[src/rtl/jtframe_bank_reader_if.sv]
// Client slot plus SDRAM bank read-port signals for one jtframe bank reader.
// master = the reader itself, slave = the client/controller environment.
interface jtframe_bank_reader_if #(
  parameter int AW     = 20,
  parameter int DW     = 8,
  parameter int SDRAMW = 22
);
  logic [AW-1:0]     slot_addr;
  logic              slot_cs;
  logic              slot_ok;
  logic [DW-1:0]     slot_dout;
  logic [SDRAMW-1:0] ba_addr;
  logic              ba_rd;
  logic              ba_ack;
  logic              ba_dst;
  logic              ba_dok;
  logic              ba_rdy;
  logic [15:0]       data_read;

  modport master (
    input  slot_addr, slot_cs, ba_ack, ba_dst, ba_dok, ba_rdy, data_read,
    output slot_ok, slot_dout, ba_addr, ba_rd
  );

  modport slave (
    output slot_addr, slot_cs, ba_ack, ba_dst, ba_dok, ba_rdy, data_read,
    input  slot_ok, slot_dout, ba_addr, ba_rd
  );
endinterface

[src/rtl/jtframe_bank_reader.sv]
// Caches one 32-bit SDRAM line for a client slot; hits answer 1 cycle after the address settles.
// Misses hold ba_rd until ba_ack; a started burst always runs to ba_rdy, no new request while flush=1.
module jtframe_bank_reader #(
  parameter int                AW     = 20,
  parameter int                DW     = 8,
  parameter int                SDRAMW = 22,
  parameter logic [SDRAMW-1:0] OFFSET = '0
) (
  input  logic                  clk,
  input  logic                  rst_n,
  input  logic                  flush,
  jtframe_bank_reader_if.master bus
);
  localparam int SH = (DW == 8) ? 2 : (DW == 16) ? 1 : 0;
  localparam int IW = AW - SH;

  localparam logic [1:0] IDLE = 2'd0;
  localparam logic [1:0] REQ  = 2'd1;
  localparam logic [1:0] DATA = 2'd2;

  logic [1:0]        state;
  logic [IW-1:0]     cur_idx;
  logic [IW-1:0]     line_idx;
  logic              line_vld;
  logic              discard;
  logic [31:0]       line_dat;
  logic [1:0]        wcnt;
  logic [1:0]        eff_cnt;
  logic [1:0]        sel;
  logic              hit;
  logic [SDRAMW-1:0] req_addr;
  logic [DW-1:0]     dout_nxt;

  assign cur_idx  = bus.slot_addr[AW-1:SH];
  assign hit      = line_vld && (line_idx == cur_idx);
  assign sel      = 2'(bus.slot_addr) & 2'((1 << SH) - 1);
  assign dout_nxt = DW'(line_dat >> (32'(sel) * DW));
  assign req_addr = OFFSET + SDRAMW'({cur_idx, 1'b0});
  // A burst-start word always lands in the low half, whatever the counter says.
  assign eff_cnt  = bus.ba_dst ? 2'd0 : wcnt;

  always_ff @(posedge clk or negedge rst_n) begin
    if (!rst_n) begin
      state         <= IDLE;
      line_idx      <= '0;
      line_vld      <= 1'b0;
      discard       <= 1'b0;
      line_dat      <= '0;
      wcnt          <= '0;
      bus.slot_ok   <= 1'b0;
      bus.slot_dout <= '0;
      bus.ba_addr   <= '0;
      bus.ba_rd     <= 1'b0;
    end else begin
      bus.slot_ok   <= bus.slot_cs & hit & ~flush;
      bus.slot_dout <= dout_nxt;
      if (flush) line_vld <= 1'b0;

      case (state)
        IDLE: begin
          if (bus.slot_cs && !hit && !flush) begin
            // The line is overwritten by the coming burst, so it stops being valid now.
            line_idx    <= cur_idx;
            line_vld    <= 1'b0;
            discard     <= 1'b0;
            bus.ba_addr <= req_addr;
            bus.ba_rd   <= 1'b1;
            state       <= REQ;
          end
        end
        REQ: begin
          if (flush) discard <= 1'b1;
          if (bus.ba_ack) begin
            bus.ba_rd <= 1'b0;
            wcnt      <= '0;
            state     <= DATA;
          end
        end
        DATA: begin
          if (flush) discard <= 1'b1;
          if (bus.ba_dok && !eff_cnt[1]) begin
            if (eff_cnt[0]) line_dat[31:16] <= bus.data_read;
            else            line_dat[15:0]  <= bus.data_read;
            wcnt <= eff_cnt + 2'd1;
          end
          if (bus.ba_rdy) begin
            line_vld <= ~(discard | flush);
            state    <= IDLE;
          end
        end
        default: state <= IDLE;
      endcase
    end
  end
endmodule

[src/flat_wrapper.sv]
// flat-port wrapper written by rule: the top's interface ports become plain ports
module jtframe_bank_reader_flat 
#(
  parameter int                AW     = 20,
  parameter int                DW     = 8,
  parameter int                SDRAMW = 22,
  parameter logic [SDRAMW-1:0] OFFSET = '0
)
  (clk, rst_n, flush, bus_slot_addr, bus_slot_cs, bus_ba_ack, bus_ba_dst, bus_ba_dok, bus_ba_rdy, bus_data_read, bus_slot_ok, bus_slot_dout, bus_ba_addr, bus_ba_rd);
  jtframe_bank_reader_if #(.AW(AW), .DW(DW), .SDRAMW(SDRAMW)) bus_i ();
  input  logic clk;
  input  logic rst_n;
  input  logic flush;
  input wire logic [$bits(bus_i.slot_addr)-1:0] bus_slot_addr;
  input wire logic [$bits(bus_i.slot_cs)-1:0] bus_slot_cs;
  input wire logic [$bits(bus_i.ba_ack)-1:0] bus_ba_ack;
  input wire logic [$bits(bus_i.ba_dst)-1:0] bus_ba_dst;
  input wire logic [$bits(bus_i.ba_dok)-1:0] bus_ba_dok;
  input wire logic [$bits(bus_i.ba_rdy)-1:0] bus_ba_rdy;
  input wire logic [$bits(bus_i.data_read)-1:0] bus_data_read;
  output wire logic [$bits(bus_i.slot_ok)-1:0] bus_slot_ok;
  output wire logic [$bits(bus_i.slot_dout)-1:0] bus_slot_dout;
  output wire logic [$bits(bus_i.ba_addr)-1:0] bus_ba_addr;
  output wire logic [$bits(bus_i.ba_rd)-1:0] bus_ba_rd;
  assign bus_i.slot_addr = bus_slot_addr;
  assign bus_i.slot_cs = bus_slot_cs;
  assign bus_i.ba_ack = bus_ba_ack;
  assign bus_i.ba_dst = bus_ba_dst;
  assign bus_i.ba_dok = bus_ba_dok;
  assign bus_i.ba_rdy = bus_ba_rdy;
  assign bus_i.data_read = bus_data_read;
  assign bus_slot_ok = bus_i.slot_ok;
  assign bus_slot_dout = bus_i.slot_dout;
  assign bus_ba_addr = bus_i.ba_addr;
  assign bus_ba_rd = bus_i.ba_rd;
  jtframe_bank_reader #(.AW(AW), .DW(DW), .SDRAMW(SDRAMW), .OFFSET(OFFSET)) u_core (.clk(clk), .rst_n(rst_n), .flush(flush), .bus(bus_i));
endmodule
[config.mk]
export PLATFORM = sky130hd
export DESIGN_NAME = jtframe_bank_reader_flat
export DESIGN_NICKNAME = d
export VERILOG_FILES = /design/src/rtl/jtframe_bank_reader_if.sv /design/src/rtl/jtframe_bank_reader.sv /design/src/flat_wrapper.sv
export SDC_FILE = /design/constraint.sdc
export NUM_CORES = 1
export LEC_CHECK = 0
export ABC_AREA = 1
export CELL_PAD_IN_SITES_DETAIL_PLACEMENT = 2
export CELL_PAD_IN_SITES_GLOBAL_PLACEMENT = 2
export CORE_ASPECT_RATIO = 0.8
export CORE_MARGIN = 1.5
export CORE_UTILIZATION = 28
export DETAILED_ROUTE_END_ITERATION = 8
export PLACE_DENSITY_LB_ADDON = 0.1
export SETUP_SLACK_MARGIN = 0.1
export SLEW_MARGIN = 20
export SYNTH_ARGS = -nofsm -noshare
export SYNTH_HDL_FRONTEND = slang
export SYNTH_SLANG_ARGS = --single-unit
[constraint.sdc]
create_clock -name clk -period 1.85 [get_ports clk]
set_input_delay 0.37 -clock clk [delete_from_list [all_inputs] [get_ports clk]]
set_output_delay 0.37 -clock clk [all_outputs]
set_load 0.02 [all_outputs]
## After elaboration in Yosys (flattened, before gate mapping)

Index checks and enable logic that the tools add are counted.

| word-level totals | value |
|---|---|
| bits in registers | 66 |
| bits in latches | 0 |
| bits in writable memories | 0 |
| ROM bits | 0 |
| bits of input ports | 44 |
| output and inout bits | 32 |
| logic and storage cells | 63 |
| memories kept | 0 |

| operators by class | value |
|---|---|
| add/sub/neg operators | 1 |
| multipliers | 0 |
| divide/modulo/power cells | 0 |
| order comparisons | 0 |
| equal/unequal tests | 8 |
| shifts and indexed selects | 1 |
| multiplexer cells | 18 |
| bitwise gates (word level) | 6 |
| reduce and logical (&&, ||, !) cells | 19 |

Operators by type and width:

| kind | number |
|---|---|
| $shr A32 B5 Y8 | 1 |
| $eq A18 B18 Y1 | 1 |
| $reduce_and A3 Y1 | 6 |
| $mux W2 | 6 |
| $mux W1 | 7 |
| $ne A2 B1 Y1 const B | 3 |
| $pmux W1 S2 | 3 |
| $pmux W2 S3 | 1 |
| $reduce_bool A2 Y1 | 3 |
| $logic_and A1 B1 Y1 | 4 |
| $ne A2 B2 Y1 const B | 2 |
| $pmux W2 S2 | 1 |
| $logic_not A1 Y1 | 3 |
| $not A1 Y1 | 3 |
| $add A2 B1 Y2 const B | 1 |
| $and A1 B1 Y1 | 2 |
| $eq A2 B1 Y1 const B | 1 |
| $eq A2 B2 Y1 const B | 1 |
| $logic_not A2 Y1 | 1 |
| $reduce_and A2 Y1 | 1 |
| $reduce_or A2 Y1 | 1 |
| $or A1 B1 Y1 | 1 |

## Longest topological paths before layout

| depth | value |
|---|---|
| depth after elaboration | 7 |
| mapped depth | 12 |
| mapped depth without buffers | 12 |

## Least setup slack after synthesis

OpenSTA, ideal clock, no wires.

| path | value |
|---|---|
| path type | register to register |
| start | reg u_core.line_idx[11] |
| end | reg u_core.line_idx[0] |
| library setup time | 118 ps |
| arrival | 1364 ps |
| required time | 1732 ps |
| path slack | 368 ps |
| cell stages (with the launch flop) | 10 |
| period minus slack after synthesis | 1482 ps |
| path through | dfrtp_1 > inv_1 > or2_2 > nand3_1 > nor2_1 > nand3_2 > nand3_4 > buf_6 > nand2_1 > o21ai_2 |

| on the way | value |
|---|---|
| cells in the longest elaborated chain, start to end | 6 |

RTL lines:

| what | line | source |
|---|---|---|
| from (decl) | jtframe_bank_reader.sv:23 | `logic [IW-1:0] line_idx;` |
| from (signal assigned) | jtframe_bank_reader.sv:63 | `line_idx <= cur_idx;` |
| $eq A18 B18 Y1 | jtframe_bank_reader.sv:35 | `assign hit = line_vld && (line_idx == cur_idx);` |
| $logic_and A1 B1 Y1 | jtframe_bank_reader.sv:35 |  |
| $logic_not A1 Y1 | jtframe_bank_reader.sv:61 | `if (bus.slot_cs && !hit && !flush) begin` |
| $logic_and A1 B1 Y1 (2 in series) | jtframe_bank_reader.sv:61 |  |
| $reduce_and A2 Y1 (no source line) | n/a |  |

No other way between the ends.
A chain may end at the register's enable or synchronous reset.

==> impl_metrics.csv <==
group,metric,value,unit
outcome,status,"completed",
synth,synth_cell_type_count,30,
synth,synth_sequential_area_ratio,0.518,
grt,globalRouteTotalUtil,0.173,
placed_design,post-dp-hpwl,6920,um
power,cellLeakagePower,2.34,nW
grt,grt_pass1_vias,3161,
sta,timing_hold_violations_final,0,
grt,grt_start_max_net_pins,43,
cts,clock_latency_on_the_worst_skew_pair,330,ps
cells_and_area,multi_input_comb_area,0.00126,sq mm
cells_and_area,diodes,0,
grt,number_of_antenna_violations_at_the_first_check_in_global_routing,0,
hold_path,worst_hold_path.num_cells,2,
critical_path,crit_path_max_fanout,2,
critical_path,endpoint,"bus_ba_addr[2]",
synth,syn_inst,391,
detailed_routing,routed_wirelength,9460,um
sta,fin_crit_sh,0.903,
synth,post_synth_instance_area,0.00319,sq mm
synth,syn-mean-instance-area,8.15,sq um
synth,flop_and_latch_count_out_of_synthesis,66,
critical_path,critical_path_arrival,1300,ps
critical_path,worst-path-buf-inv,1,
critical_path,crit_path_cell_trace,"clkdlybuf4s50_1",
critical_path,cpMaxStageDelayCell,"clkdlybuf4s50_1",
critical_path,rr_endpoint,"u_core.line_idx[2]",
power,design_power_total,6.56,mW
synth,yosysTopAreaCellShare,0.518,
cells_and_area,nNetsFinal,532,
grt,grt_pass1_wl,16000,um
floorplan,die_y,98.4,um
sta,final_critical_path_setup_slack,180,ps
cells_and_area,post_route_cells_drive_above_1_share,0.149,
cts,htreeDepth,3,
detailed_routing,dr_iter_0_viols,70,
critical_path,crit_start,"u_core.line_idx[1]",
critical_path,category_of_the_critical_setup_timing_path,"reg2out",
sta,fin_skew,8.30,ps
cts,cts.sink_count,66,
synth,synth.yosys.warnings,0,
cts,maximum_count_of_clock_buffers_along_a_single_path,2,
floorplan,die_outline_area,0.0120,sq mm
power,worst_ir_drop_vdd,0.472,mV
grt,overflow,0,
critical_path,timing.critical_path.max_delay_family,"buffers and inverters",
placed_design,place_ws,-201,ps
floorplan,start_util,0.290,
cells_and_area,area.growth.synth_to_final,43.3,%
power,powerDensity,1440,mW/mm^2
hold_path,hold_path.class,"reg2reg",
synth,netlist.top_cell.by_area,"dfrtp_1",
sta,max_freq,0.599,GHz
detailed_routing,vias_per_cell,4.52,
detailed_routing,first_pass_iters,4,
floorplan,placeableCoreArea,0.0110,sq mm
sta,timing.final.setup_violations,0,
floorplan,top_level_ports,76,
critical_path,timing.critical_path.depth,1,
critical_path,setup.reg_to_reg.worst_slack,250,ps
synth,ys_async_sr_fraction,1.00,
detailed_routing,detail-route-antenna-nets,0,
cts,cts_tree,"built",
synth,synth_top_cells_by_count,"nand2_1, dfrtp_1, inv_1",
sta,unrepaired_setup_endpoints_after_global_routing,"true",
job,drv_cap,0,
synth,synth-edff-count,0,
detailed_routing,detailroute.via_count,2862,
detailed_routing,drc,0,
placed_design,routabilityCongestion,0.731,
synth,synthFlopType,"dfrtp_1",
cells_and_area,postLayoutCoreUtil,0.416,
synth,synth_most_common_cell,"nand2_1",
floorplan,fp-row-count,34,
critical_path,setup.worst_path.start_class,"register",
sta,final_period_minus_worst_setup_slack,1670,ps
critical_path,timing.rr.start,"u_core.line_idx[11]",
critical_path,critPathCaptureType,"primary output",
detailed_routing,wl_per_cell,14.9,um
cells_and_area,num-fill-cells,1240,
floorplan,dieWidth,122,um
synth,synth_top_cells_by_area,"dfrtp_1, nand2_1, o21ai_0, inv_1, nor2_1",
critical_path,required,1480,ps
critical_path,delay_of_the_slowest_critical_path_stage,620,ps
cells_and_area,ff_latch_area,0.00165,sq mm
cts,cts_made_buffers,9,
placed_design,buffer_ports.inserted,71,
cts,cts.root.buffer_cell,"clkbuf_16",
cts,clk_pin_slew_worst_paths,60,ps
critical_path,reg2reg_depth,9,
sta,drv_slew,0,
[worst min-delay path by stage]
| stage | to | start | slack (ps) |
|---|---|---|---|
| floorplan | u_core.bus.ba_rd | rst_n | 70 |
| global placement | u_core.line_idx[6] | rst_n | 340 |
| detailed placement | u_core.line_idx[4] | rst_n | 350 |
| CTS | u_core.line_dat[11] | u_core.line_dat[11] | 480 |
| global route | u_core.line_dat[8] | u_core.line_dat[8] | 500 |
| finish | u_core.line_dat[13] | u_core.line_dat[13] | 480 |
[power breakdown]
part	internal, mW	switching (mW)
combinational	1.03	1.36
sequential	2.03	0.420
clock	1.08	0.651
total	4.13	2.43
[cell type report]
cell class | instances | share of cell area
flip-flops and latches | 66 | 0.362
multi-input cells | 255 | 0.276
repair buffers | 94 | 0.208
clock buffers | 10 | 0.0523
inverters | 58 | 0.0477
well taps | 144 | 0.0394
clock inverters | 6 | 0.0145
[per-stage QoR]
stage	std cells	hold slack (ps)	setup TNS (ps)	instance area, sq um
after floorplan	394	74.4	0	3200
after global placement	616	341	-3290	4210
after detailed placement	616	347	-3710	4210
after CTS	633	483	0	4520
after global routing	633	500	0	4570
final	633	479	0	4570
[kinds of logic (layout without fill, tap and decap cells)]
family | count (synthesis) | count (layout) | synth area share
AO/OA/AOI/OAI | 80 | 80 | 0.147
flip-flops | 66 | 66 | 0.518
XOR/XNOR | 3 | 3 | 0.00825
buffers and inverters | 73 | 168 | 0.0989
AND/OR/NAND/NOR | 164 | 164 | 0.210
adder cells (fa/ha/maj) | 4 | 4 | 0.0157
other | 1 | 4 | 0.00118
[cell usage in the layout (no fill, tap or decap), types with 2 or more instances in the layout]
cell and n:
nand2_1 115, dfrtp_1 66, inv_1 55, clkdlybuf4s50_1 53, o21ai_0 51, nor2_1 26, buf_4 17, o21ai_2 12
clkbuf_16 9, dlygate4sd2_1 9, o22ai_1 8, dlymetal6s2s_1 8, buf_12 5, nor2_2 4, nand3_1 4, or2_2 4
conb_1 4, inv_2 3, nand2_2 3, xnor2_1 3, o21ai_1 3, ha_1 3, clkinvlp_4 3, nand3_2 2
a21oi_1 2, nor3_1 2, nand4_1 2
[metal layers]
layer / vias up / part of all wire / track usage
met5: - / 0 / 0
met4: 0 / 0.0079 / 0.0483
met2: 48 / 0.46 / 0.278
met3: 7 / 0.045 / 0.0463
met1: 1406 / 0.48 / 0.229
li1: 1401 / - / -
[flip-flops by register name, indices dropped and copies added, names as in the netlist]
signal                count
u_core.bus.ba_rd          1
u_core.bus.slot_dout      8
u_core.bus.slot_ok        1
u_core.discard            1
u_core.line_dat          32
u_core.line_idx          18
u_core.line_vld           1
u_core.state              2
u_core.wcnt               2
[tightest hold or removal path, delay by kind of cell (launching register included)]
kind	cells	cell delay [ps]
flip-flops	1	340
AO/OA/AOI/OAI	1	60
AND/OR/NAND/NOR	1	50
[timing repair]
action / CTS / global route
buffers inserted: 0 / 0
hold buffers: 1 / 0
setup endpoints to repair: 9 / 36
resized for setup: 9 / 16
gates cloned: 0 / 0
pin swaps: 0 / 0
hold endpoints to repair: 15 / 0
Note: power is estimated with default switching activity, not from simulation.
